==> config.mk <==
export PLATFORM = sky130hd
export DESIGN_NAME = uart_tx_fifo
export DESIGN_NICKNAME = d
export VERILOG_FILES = /design/src/rtl/uart_tx_fifo.sv
export SDC_FILE = /design/constraint.sdc
export NUM_CORES = 1
export LEC_CHECK = 0
export ABC_CLOCK_PERIOD_IN_PS = 4250
export BUFFER_PORTS_ARGS = -buffer_cell sky130_fd_sc_hd__buf_4
export CAP_MARGIN = 5
export CORE_MARGIN = 4
export CORE_UTILIZATION = 40
export CTS_CLUSTER_DIAMETER = 150
export DETAILED_ROUTE_END_ITERATION = 8
export PLACE_DENSITY = 0.65
export SLEW_MARGIN = 20
export SYNTH_ARGS = -nofsm -noshare
export SYNTH_HDL_FRONTEND = slang
export SYNTH_SLANG_ARGS = --single-unit
export TNS_END_PERCENT = 10
==> constraint.sdc <==
create_clock -name clkIn -period 4.25 [get_ports clkIn]
set_clock_uncertainty 0.1 [all_clocks]
set_input_delay 0.425 -clock clkIn [delete_from_list [all_inputs] [get_ports clkIn]]
set_output_delay 0.425 -clock clkIn [all_outputs]
set_load 0.01 [all_outputs]
==> src/rtl/uart_tx_fifo.sv <==
// Parametrised UART transmitter (configurable data/parity/stop bits) fed by a synchronous TX FIFO.
// Optional hardware flow control: define UART_TX_CTS_EN to add the ctsInN input.
module uart_tx_fifo #(
  parameter int CLOCK_FREQUENCY = 50_000_000,
  parameter int BAUD_RATE       = 9600,
  parameter int DATA_BITS       = 8,
  parameter int PARITY          = 0,
  parameter int STOP_BITS       = 1,
  parameter int FIFO_DEPTH      = 16
) (
  input  logic                          clkIn,
  input  logic                          nTxResetIn,
  input  logic [DATA_BITS-1:0]          txDataIn,
  input  logic                          txLoadIn,
  output logic                          txReadyOut,
  output logic                          txIdleOut,
  output logic [$clog2(FIFO_DEPTH):0]   txLevelOut,
  output logic                          txOverflowOut,
`ifdef UART_TX_CTS_EN
  input  logic                          ctsInN,
`endif
  output logic                          txOut
);

  localparam int BAUD_DIV = CLOCK_FREQUENCY / BAUD_RATE;
  localparam int CNT_W    = $clog2(BAUD_DIV);
  localparam int PTR_W    = $clog2(FIFO_DEPTH);
  localparam int LVL_W    = PTR_W + 1;
  localparam int IDX_W    = $clog2(DATA_BITS);

  localparam logic [CNT_W-1:0] BAUD_RELOAD = CNT_W'(BAUD_DIV - 1);
  localparam logic [IDX_W-1:0] LAST_IDX    = IDX_W'(DATA_BITS - 1);
  localparam logic             LAST_STOP   = 1'(STOP_BITS - 1);
  localparam logic [LVL_W-1:0] FULL_LEVEL  = LVL_W'(FIFO_DEPTH);

  if (BAUD_DIV < 2 || DATA_BITS < 5 || DATA_BITS > 9 || PARITY < 0 || PARITY > 2 ||
      STOP_BITS < 1 || STOP_BITS > 2 || FIFO_DEPTH < 2 ||
      (FIFO_DEPTH & (FIFO_DEPTH - 1)) != 0) begin : gBadParams
    $error("uart_tx_fifo: illegal parameter combination");
  end

  typedef enum logic [2:0] {
    ST_IDLE,
    ST_START,
    ST_DATA,
    ST_PARITY,
    ST_STOP
  } txStateT;

  // ---------------------------------------------------------------- FIFO
  logic [DATA_BITS-1:0] fifoMem [FIFO_DEPTH];
  logic [PTR_W-1:0]     wrPtr;
  logic [PTR_W-1:0]     rdPtr;
  logic [LVL_W-1:0]     level;
  logic [DATA_BITS-1:0] fifoHead;
  logic                 push;
  logic                 pop;
  logic                 fifoEmpty;

  assign txReadyOut = (level != FULL_LEVEL);
  assign txLevelOut = level;
  assign fifoEmpty  = (level == '0);
  assign push       = txLoadIn && txReadyOut;
  assign fifoHead   = fifoMem[rdPtr];

  // NOTE: the storage array has no reset; an entry is only read after it has been
  // written, and the pointers and level carry the reset state.
  always_ff @(posedge clkIn) begin
    if (push) fifoMem[wrPtr] <= txDataIn;
  end

  always_ff @(posedge clkIn or negedge nTxResetIn) begin
    if (!nTxResetIn) begin
      wrPtr         <= '0;
      rdPtr         <= '0;
      level         <= '0;
      txOverflowOut <= 1'b0;
    end else begin
      if (push) wrPtr <= wrPtr + PTR_W'(1);
      if (pop)  rdPtr <= rdPtr + PTR_W'(1);
      unique case ({push, pop})
        2'b10:   level <= level + LVL_W'(1);
        2'b01:   level <= level - LVL_W'(1);
        default: level <= level;
      endcase
      if (txLoadIn && !txReadyOut) txOverflowOut <= 1'b1;
    end
  end

  // ------------------------------------------------------------ flow control
  logic ctsOk;

`ifdef UART_TX_CTS_EN
  logic [1:0] ctsSync;

  always_ff @(posedge clkIn or negedge nTxResetIn) begin
    if (!nTxResetIn) ctsSync <= 2'b11;
    else             ctsSync <= {ctsSync[0], ctsInN};
  end

  assign ctsOk = ~ctsSync[1];
`else
  assign ctsOk = 1'b1;
`endif

  // ------------------------------------------------------------ transmitter
  txStateT              state;
  txStateT              stateNext;
  logic [CNT_W-1:0]     baudCnt;
  logic [CNT_W-1:0]     baudCntNext;
  logic [DATA_BITS-1:0] shiftReg;
  logic [DATA_BITS-1:0] shiftNext;
  logic [IDX_W-1:0]     bitIdx;
  logic [IDX_W-1:0]     bitIdxNext;
  logic                 stopIdx;
  logic                 stopIdxNext;
  logic                 parityReg;
  logic                 parityNext;
  logic                 txNext;
  logic                 bitTick;
  logic                 canStart;
  logic                 startFrame;

  assign bitTick   = (state != ST_IDLE) && (baudCnt == '0);
  assign canStart  = !fifoEmpty && ctsOk;
  assign txIdleOut = fifoEmpty && (state == ST_IDLE) && txOut;

  function automatic logic frameParity(input logic [DATA_BITS-1:0] word);
    return (PARITY == 1) ? ~(^word) : ^word;
  endfunction

  always_ff @(posedge clkIn or negedge nTxResetIn) begin
    if (!nTxResetIn) state <= ST_IDLE;
    else             state <= stateNext;
  end

  // NOTE: every signal driven here gets a default first so no latch is inferred.
  always_comb begin
    stateNext   = state;
    baudCntNext = baudCnt;
    shiftNext   = shiftReg;
    bitIdxNext  = bitIdx;
    stopIdxNext = stopIdx;
    parityNext  = parityReg;
    txNext      = txOut;
    startFrame  = 1'b0;
    pop         = 1'b0;

    if (state != ST_IDLE) baudCntNext = bitTick ? BAUD_RELOAD : baudCnt - CNT_W'(1);

    unique case (state)
      ST_IDLE: begin
        baudCntNext = '0;
        startFrame  = canStart;
      end
      ST_START: begin
        if (bitTick) begin
          txNext     = shiftReg[0];
          shiftNext  = shiftReg >> 1;
          bitIdxNext = '0;
          stateNext  = ST_DATA;
        end
      end
      ST_DATA: begin
        if (bitTick) begin
          if (bitIdx == LAST_IDX) begin
            stopIdxNext = 1'b0;
            if (PARITY != 0) begin
              txNext    = parityReg;
              stateNext = ST_PARITY;
            end else begin
              txNext    = 1'b1;
              stateNext = ST_STOP;
            end
          end else begin
            txNext     = shiftReg[0];
            shiftNext  = shiftReg >> 1;
            bitIdxNext = bitIdx + IDX_W'(1);
          end
        end
      end
      ST_PARITY: begin
        if (bitTick) begin
          txNext      = 1'b1;
          stopIdxNext = 1'b0;
          stateNext   = ST_STOP;
        end
      end
      ST_STOP: begin
        if (bitTick) begin
          if (stopIdx == LAST_STOP) begin
            if (canStart) begin
              startFrame = 1'b1;
            end else begin
              baudCntNext = '0;
              stateNext   = ST_IDLE;
            end
          end else begin
            stopIdxNext = 1'b1;
          end
        end
      end
      default: stateNext = ST_IDLE;
    endcase

    // Back-to-back frames reuse the same load path as a start from idle.
    if (startFrame) begin
      pop         = 1'b1;
      shiftNext   = fifoHead;
      parityNext  = frameParity(fifoHead);
      txNext      = 1'b0;
      baudCntNext = BAUD_RELOAD;
      stateNext   = ST_START;
    end
  end

  always_ff @(posedge clkIn or negedge nTxResetIn) begin
    if (!nTxResetIn) begin
      txOut     <= 1'b1;
      baudCnt   <= '0;
      shiftReg  <= '0;
      bitIdx    <= '0;
      stopIdx   <= 1'b0;
      parityReg <= 1'b0;
    end else begin
      txOut     <= txNext;
      baudCnt   <= baudCntNext;
      shiftReg  <= shiftNext;
      bitIdx    <= bitIdxNext;
      stopIdx   <= stopIdxNext;
      parityReg <= parityNext;
    end
  end

endmodule

==> results.md <==
- Maximum number of pins on one net before global-route repair: 43
- Netlist cell types: 41
- Worst hold slack: 179 ps
- Final WL: 12700 um
- Diodes inserted: 0
- Die area: 20000 sq um
- CTS tree: yes
- Post-route ant nets: 0
- WL/cell: 18.6 um
- First-pass GRT wire length: 21100 um
- Startpoint types: flop
- Sequential power share: 44.2%
- Kind of critical path: flop to flop
- Core Region: 17400 sq um
- H-tree levels: 4
- Vias: 3716
- Share of cells above drive strength 1: 23.2%
- Synth area leaders: edfxtp_1 (54%), dfrtp_1 (14%), mux4_2 (13%)
- FP Rows: 48
- Power per Cell Area: 645 nW/um^2
- Vias in the first global route: 3857
- Leak Pwr: 2.84 nW
- Asr flop ratio synth: 24.7%
- Reg clk slew, reported paths: 70 ps
- DR pass1 iterations: 5
- FMAX: 265 MHz
- Gr usage total: 13.8%
- Post-synth top area share: 53.8%
- Worst hold-check path type: input port to flop
- Maxcap violations: 0
- Min cycle time layout: 3780 ps
- # DRC: 0
- Number of I/O pins: 20
- Final Max Slew Viols: 0
- Internal power: 3.66 mW
- Yosys reg bits: 170
- Final hold violation count: 0
- Worst-margin pin slew: 1050 ps
- Switch share: 29.9%
- Synth Warn #: 0
- Vias per cell: 5.42
- Antenna violations before repair: 0
- Setup bufs post-CTS: 0
- Run status: finished clean
- Avg Cell Area, Syn: 16.7 sq um
- Area Overhead vs Synth: 13.3%
- RSZ-0062 raised after global routing: false
- Number of enable flip-flop cells after synthesis: 128
- PostCTS Resize Cnt: 0
- Top FF cell, synth: edfxtp_1
- Clock latency on the worst-skew pair: 430 ps
- Clock sink count: 170
- Post-Syn Instances: 428
- Comb pwr share: 26.3%
- CTS Buffer Depth: 2
- Layout filler cell count: 1497
- Clock share of power: 29.5%
- Mapped cell area: 7140 sq um
- Area leader, netlist: edfxtp_1
- Peak VDD IR: 326 uV
- Period utilization: 88.9%
- HPWL after detailed placement: 8500 um
- Die height: 142 um
- Width of the die: 142 um
- CTS Buf Count: 17
- Total gr overflow: 0
- Setup violators final: 0
- Final Power: 5.22 mW
- Net Count, Synth: 451
- Critical Path RT: 4490 ps
- Sequential fraction of the synthesis area: 68.6%
- Root Buffer: clkbuf_16
- Count leader, synth: edfxtp_1
- Slew HR: 29.0%
- CTS hold repair buffers: 1
- Crit. End Element: flop
- First DRT Iteration DRCs: 312
- RePlAce Congestion: 0.870
- CP arrival: 4020 ps
- Setup TNS: 0 ps
- IO Port Bufs: 19
- Crit Path Max Fanout: 9
- Starting density of the core: 41.0%
- P_sw: 1.56 mW
- Most frequent cells after synthesis: edfxtp_1 (128), dfrtp_1 (41), mux4_2 (40)
- Fin nets: 471
-- area by class of cell --
| class | instances | area (sq um) | area share, % |
|---|---|---|---|
| flip-flops and latches | 170 | 4900 | 60.5 |
| multi-input cells | 224 | 2090 | 25.9 |
| clock buffers | 18 | 429 | 5.30 |
| well taps | 225 | 282 | 3.48 |
| repair buffers | 27 | 205 | 2.54 |
| clock inverters | 14 | 156 | 1.93 |
| inverters | 8 | 30.0 | 0.371 |
-- registers in the layout, summed over array words and instances (netlist names) --
| register | flops |
|---|---|
| fifoMem | 128 |
| baudCnt | 13 |
| shiftReg | 8 |
| txLevelOut | 5 |
| rdPtr | 4 |
| wrPtr | 4 |
| bitIdx | 3 |
| state | 3 |
| txOut | 1 |
| txOverflowOut | 1 |
-- stage by stage --
| stage | worst slack [ps] | util (%) | std cells | cell area (sq um) |
|---|---|---|---|---|
| finish | 472 | 46.5 | 686 | 8090 |
| global route | 174 | 46.5 | 686 | 8090 |
| CTS | 495 | 46.5 | 686 | 8090 |
| detailed placement | 518 | 43.0 | 653 | 7500 |
| global placement | 697 | 43.0 | 653 | 7500 |
| floorplan | 313 | - | 428 | 7140 |
-- routing by layer --
metal | GRT usage, % | routed length, um | part of all wire, % | up-vias
met5 | 0 | 0 | 0 | -
li1 | - | - | - | 1691
met3 | 3.81 | 616 | 4.8 | 9
met1 | 18.5 | 5620 | 44 | 1933
met2 | 22.4 | 6370 | 50 | 83
met4 | 3.79 | 118 | 0.93 | 0
-- cells in the final DEF, fill, tap and decap left out, drive strengths merged --
master       Yosys  routed
a22o             1       1
dlygate4sd3      0       1
inv              8      16
and3             1       1
clkbuf          17      18
dfstp            1       1
edfxtp         128     128
nor2            27      27
o41ai            1       1
xnor2           16      16
o31ai            3       3
clkinv           0       4
buf              9      26
o21ai           18      18
and2             1       1
xor2             5       5
or3              4       4
a31o             2       2
nand4            2       2
mux2             2       2
nor2b            3       3
nand2           28      28
a31oi            2       2
or2              4       4
a21o             2       2
ha              12      12
bufinv           0       2
nand2b           3       3
dfrtp           41      41
mux4            40      40
nor3b            2       2
and4             2       2
a21oi           11      11
nor4             3       3
a32oi            2       2
o22ai            2       2
mux2i           10      10
or4              4       4
nor3            11      11
-- kinds of logic (layout without fill, tap and decap cells) --
family / Yosys count / count (layout) / share of synthesized area [%]
xor+xnor: 21 / 21 / 2.58
mux: 52 / 52 / 14.3
compound gates: 44 / 44 / 3.65
flops: 170 / 170 / 68.6
fa+ha+maj: 12 / 12 / 2.10
simple gates: 95 / 95 / 6.64
buf+inv: 34 / 67 / 2.12
-- power by group through the flow --
stage | sequential (mW) | combinational (mW) | clock, mW
after floorplan | 2.23 | 1.09 | 0
after global placement | 2.32 | 1.36 | 0
after detailed placement | 2.34 | 1.39 | 0
after CTS | 2.31 | 1.40 | 1.57
after global routing | 2.35 | 1.52 | 1.65
final | 2.31 | 1.37 | 1.54
-- worst max-delay path: stages (launching register included) --
cell	delay, ps
dfrtp_1	410
or4_1	640
or4_4	650
a21oi_1	240
ha_1	380
xor2_1	200
ha_1	210
nand2_1	60
o21ai_0	240
o22ai_1	130
o31ai_1	300
xnor2_1	150
-- path summary, 6_finish.rpt --
| path | startpoint | to | slack, ps | cells past startpoint |
|---|---|---|---|---|
| setup / recovery | baudCnt[4] | txLevelOut[4] | 470 | 11 |
| setup reg to reg | baudCnt[4] | txLevelOut[4] | 470 | 11 |
| max in group asynchronous | nTxResetIn | rdPtr[0] | 3200 | 2 |
| hold reg to reg | baudCnt[0] | baudCnt[0] | 370 | 1 |
| min in group asynchronous | nTxResetIn | txLevelOut[3] | 440 | 2 |
| hold / removal | txLoadIn | txOverflowOut | 180 | 2 |
Power figures use the tool's default switching activity.
